<file path="src/rtl/regbank_arb.sv">
// Shared register bank behind a round-robin write arbiter with short burst locking.
// One registered read port. The read returns the pre-write value on a same-edge collision.
module regbank_arb #(
    parameter int NREQ      = 4,
    parameter int NREG      = 8,
    parameter int DW        = 32,
    parameter int MAX_BURST = 4,
    localparam int AW       = $clog2(NREG),
    localparam int IW       = $clog2(NREQ)
) (
    input  logic                 CK,
    input  logic                 RST,
    input  logic [NREQ-1:0]      REQ_VALID,
    input  logic [NREQ-1:0]      REQ_LOCK,
    input  logic [NREQ*AW-1:0]   REQ_ADDR,
    input  logic [NREQ*DW-1:0]   REQ_DATA,
    output logic [NREQ-1:0]      REQ_READY,
    output logic [IW-1:0]        GRANT_ID,
    output logic                 BUSY,
    input  logic [AW-1:0]        RD_ADDR,
    output logic [DW-1:0]        RD_DATA
);

    localparam int CW = 4;

    typedef enum logic {
        IDLE,
        LOCKED
    } state_t;

    state_t          state;
    state_t          state_next;
    logic [IW-1:0]   prio;
    logic [IW-1:0]   prio_next;
    logic [IW-1:0]   owner;
    logic [IW-1:0]   owner_next;
    logic [CW-1:0]   count;
    logic [CW-1:0]   count_next;
    logic            grant_any;
    logic [IW-1:0]   grant_id;
    logic [IW-1:0]   cand;
    int              idx;
    logic [AW-1:0]   wr_addr;
    logic [DW-1:0]   wr_data;
    logic            wr_lock;
    logic [DW-1:0]   bank [NREG];

    function automatic logic [IW-1:0] next_index(input logic [IW-1:0] i);
        if (int'(i) == NREQ - 1) begin
            return '0;
        end
        return i + 1'b1;
    endfunction

    // In IDLE the first valid requester at or after prio wins; in LOCKED only the owner can win.
    always_comb begin
        grant_any = 1'b0;
        grant_id  = '0;
        idx       = 0;
        cand      = '0;
        if (state == IDLE) begin
            for (int k = 0; k < NREQ; k++) begin
                idx  = (int'(prio) + k) % NREQ;
                cand = IW'(idx);
                if (!grant_any && REQ_VALID[cand]) begin
                    grant_any = 1'b1;
                    grant_id  = cand;
                end
            end
        end else if (REQ_VALID[owner]) begin
            grant_any = 1'b1;
            grant_id  = owner;
        end
    end

    always_comb begin
        REQ_READY = '0;
        if (grant_any) begin
            REQ_READY[grant_id] = 1'b1;
        end
    end

    assign GRANT_ID = grant_id;
    assign BUSY     = (state == LOCKED);
    assign wr_addr  = REQ_ADDR[grant_id*AW +: AW];
    assign wr_data  = REQ_DATA[grant_id*DW +: DW];
    assign wr_lock  = REQ_LOCK[grant_id];

    // A lock is released by an unlocked beat, by reaching MAX_BURST, or by one idle owner cycle.
    always_comb begin
        state_next = state;
        prio_next  = prio;
        owner_next = owner;
        count_next = count;
        case (state)
            IDLE: begin
                if (grant_any) begin
                    if (wr_lock && (MAX_BURST > 1)) begin
                        state_next = LOCKED;
                        owner_next = grant_id;
                        count_next = CW'(1);
                    end else begin
                        prio_next = next_index(grant_id);
                    end
                end
            end
            LOCKED: begin
                if (grant_any) begin
                    count_next = count + 1'b1;
                    if (!wr_lock || (count_next == CW'(MAX_BURST))) begin
                        state_next = IDLE;
                        prio_next  = next_index(owner);
                    end
                end else begin
                    state_next = IDLE;
                    prio_next  = next_index(owner);
                end
            end
            default: begin
                state_next = IDLE;
            end
        endcase
    end

    always_ff @(posedge CK) begin
        if (RST) begin
            state   <= IDLE;
            prio    <= '0;
            owner   <= '0;
            count   <= '0;
            RD_DATA <= '0;
            for (int r = 0; r < NREG; r++) begin
                bank[r] <= '0;
            end
        end else begin
            state   <= state_next;
            prio    <= prio_next;
            owner   <= owner_next;
            count   <= count_next;
            RD_DATA <= bank[RD_ADDR];
            if (grant_any) begin
                bank[wr_addr] <= wr_data;
            end
        end
    end

endmodule

</file>
<file path="config.mk">
export PLATFORM = sky130hd
export DESIGN_NAME = regbank_arb
export DESIGN_NICKNAME = d
export VERILOG_FILES = /design/src/rtl/regbank_arb.sv
export SDC_FILE = /design/constraint.sdc
export NUM_CORES = 1
export LEC_CHECK = 0
export ABC_AREA = 1
export BUFFER_PORTS_ARGS = -buffer_cell sky130_fd_sc_hd__buf_2
export CAP_MARGIN = 10
export CORE_AREA = 2 2 191 146
export CTS_CLUSTER_DIAMETER = 150
export DETAILED_ROUTE_END_ITERATION = 16
export DIE_AREA = 0 0 193 148
export PLACE_DENSITY_LB_ADDON = 0.05
export SETUP_SLACK_MARGIN = 0.4
export SYNTH_ARGS = -nofsm -noshare
export SYNTH_HDL_FRONTEND = slang
export SYNTH_SLANG_ARGS = --single-unit
</file>
<file path="constraint.sdc">
create_clock -name CK -period 2.9 [get_ports CK]
set_input_delay 0.145 -clock CK [delete_from_list [all_inputs] [get_ports CK]]
set_output_delay 0.145 -clock CK [all_outputs]
set_load 0.01 [all_outputs]
</file>
==> run_results.csv <==
group,metric,value,unit
routing,wl_met1,18900,microns
die,row_count,52,
die,die_area,28600,sq um
routing,wl_met3,5790,microns
clocking,cts.sinks,297,
sta,skew,0.0191,ns
die,fp.dieW,193,microns
power,power_leakage,7.28,nW
routing,highest_layer,"met4",
placement,gp_congestion,0.853,
routing,wl_per_cell,22.3,microns
clocking,numCtsBuffers,29,
cells_and_area,final_area,17800,sq um
setup_path,worstReg2RegStart,"prio[0]$_SDFFE_PP0P_",
grt,grt_max_degree,129,
sta,rsz0062_at_grt,"true",
setup_path,critPathRequiredTime,3.16,ns
power,p_sw_frac,0.429,
placement,portBuffers,191,
clocking,cts_htree_levels,1,
die,core-area,26700,sq um
power,pwr-share-seq,0.305,
power,ir_drop,1.11,mV
flow_run,cap_viol_max_count,0,
power,pwr-share-comb,0.527,
hold_path,min-delay-start,"RD_ADDR[2]",
sta,hold_violations,0,
setup_path,startpoint,"prio[0]$_SDFFE_PP0P_",
routing,drt-pass1-iter-count,6,
routing,viasPerCell,5.84,
hold_path,hold_path_class,"in -> reg",
placement,dp.cells,1917,
routing,wl,45600,microns
synthesis,yosysSeqAreaShare,0.622,
setup_path,crit_path_start_kind,"flop",
sta,fmax,358,MHz
grt,grt_overflow,0,
grt,grt_pass1_vias,11267,
power,clockPowerShare,0.169,
grt,antenna_found_initial,0,
setup_path,slowest_delay,0.37,ns
placement,placedInstanceArea,15200,sq um
setup_path,crit_slowest_cell,"dfxtp_4",
cells_and_area,final_cell_mix,"nor2_1 (516), edfxtp_1 (256), o21ai_0 (230), buf_2 (190), nand2_1 (49)",
setup_path,worstSetupEndpointType,"flop",
clocking,clk_latency,0.56,ns
power,p_sw,9.53,mW
cells_and_area,antenna-diode-count,0,
synthesis,ys_warn_count,0,
cells_and_area,final_common_cell,"nor2_1",
clocking,cts_tree,"yes",
grt,grt_util_all_layers,0.315,
run_status,outcome,"finished clean",
routing,drt_iter0_markers,1255,
sta,final.min_clock_period,2.79,ns
cells_and_area,final_cells,2046,
setup_path,arrival,3.05,ns
synthesis,ys_seq_elements,297,
synthesis,postSynthCellCount,1434,
die,die_y,148,microns
grt,grt_pass1_wl,66900,microns
routing,wl_met2,20000,microns
sta,finalSetupViolations,0,
clocking,cts.clk_slew.worst_paths,0.07,ns
synthesis,synth_area,13700,sq um
die,initial_core_util,0.513,
setup_path,cp_cell_sequence,"buf_8 > nand2_1 > nand2_1 > nand2_1 > nand2_2 > nor2_4 > nand3_2 > buf_4 > nand3_4 > a21oi_4 > buf_4 > nand3_2 > a21oi_4 > buf_4 > nand2_4 > nand2_8 > buf_12 > buf_12",
placement,place_hpwl,22500,microns
sta,worst_slew_pin_slew,0.745,ns
clocking,cts_buffer_depth,3,
sta,period_share,0.962,
setup_path,path_class,"reg -> reg",
synthesis,avgSynthCellArea,9.54,sq um
die,ios,192,
cells_and_area,drive_gt1_frac,0.274,
clocking,cts-root-buf,"clkbuf_16",
synthesis,synth_fp_nets,1594,
routing,vias,11951,
sta,slew_headroom,0.503,
cells_and_area,area_delta_synth_final,30.1,%
cells_and_area,nFillCells,2167,
setup_path,crit_fanout,9,
routing,ant_nets,0,
cells_and_area,utilization,0.667,
power,p_per_area,1250,nW/um^2
sta,final_max_slew_viol_count,0,
cells_and_area,nets,1832,
synthesis,synth.distinct_cells,32,
routing,route.detailed.drc,0,
power,p_int,12.7,mW
## what timing repair did
item                                    CTS  global route
resized for setup                        91            73
hold buffers                              1             0
hold endpoints to repair                  1             0
cloned                                   24             8
endpoints found under the setup margin  520           523
pin swaps                                23            13
buffers inserted                         33             8
## path summary, 6_finish.rpt
path	slack [ns]	end	cells after the start
hold / removal	0.1	RD_DATA[23]$_SDFF_PP0_	3
hold reg to reg	0.49	count[2]$_SDFFE_PP0P_	2
setup reg to reg	0.11	bank[6][31]$_SDFFCE_PN0P_	18
setup / recovery	0.11	bank[6][31]$_SDFFCE_PN0P_	18
## final cells by class
type | count | area (sq um) | share of cell area
sequential | 297 | 8520 | 0.479
multi-input combinational | 1014 | 5270 | 0.296
timing repair buffer | 295 | 2490 | 0.140
clock buffer | 38 | 769 | 0.0433
tap | 351 | 439 | 0.0247
clock inverter | 16 | 158 | 0.00886
inverter | 35 | 144 | 0.00809
## synthesized netlist by cell type, drive strengths merged
cell type | instances | share of area
nor2 | 537 | 0.15
edfxtp | 256 | 0.56
o21ai | 239 | 0.088
nand2 | 89 | 0.026
clkbuf | 63 | 0.017
dfxtp | 41 | 0.060
buf | 37 | 0.016
inv | 33 | 0.0091
a31oi | 32 | 0.015
o22a | 32 | 0.021
o22ai | 32 | 0.015
nand3 | 22 | 0.0088
a21oi | 8 | 0.0040
ha | 7 | 0.0064
clkinv | 2 | 0.00055
xor2 | 2 | 0.0013
o32ai | 1 | 0.00064
or2 | 1 | 0.00046
## metal layers
layer	global-route usage	up-vias
li1	-	5462
met1	0.465	5707
met2	0.474	694
met3	0.0689	88
met4	0.0769	0
met5	0	-
## power groups by stage
stage	registers (mW)	logic (mW)	clock network (mW)
finish	6.78	11.7	3.75
global route	6.90	12.5	3.94
CTS	6.77	10.5	3.77
detailed placement	6.85	8.03	0
global placement	6.82	7.89	0
floorplan	6.79	5.39	0
## cells by family (layout without fill, tap and decap cells)
group | after synthesis | count (layout) | synth area share
AO/OA/AOI/OAI | 344 | 344 | 0.143
XOR/XNOR | 2 | 2 | 0.00128
adder cells (fa/ha/maj) | 7 | 7 | 0.00640
buffers and inverters | 135 | 384 | 0.0426
flip-flops | 297 | 297 | 0.622
AND/OR/NAND/NOR | 649 | 661 | 0.185
## flip-flops by register name, indices dropped and copies added, names as in the netlist
signal / flops
BUSY: 1
RD_DATA: 32
bank: 256
count: 4
owner: 2
prio: 2
## through the flow
stage / hold WS [ns] / worst slack [ns] / power (mW) / setup TNS [ns]
floorplan: 0.214 / 0.224 / 12.2 / 0
finish: 0.0991 / 0.109 / 22.2 / 0
CTS: 0.0828 / 0.221 / 21.0 / 0
global route: 0.123 / -0.0155 / 23.4 / -0.118
detailed placement: 0.330 / 0.0220 / 14.9 / 0
global placement: 0.327 / 0.134 / 14.7 / 0
## worst max-delay path: cells and delay by family, from the launching register on
family                 cells  cell delay (ns)
DFF                        1             0.37
and+or+nand+nor           10             0.81
AOI/OAI and AO/OA          2             0.48
buffers and inverters      6             0.82
No activity file was read; power rests on OpenSTA's default activity.
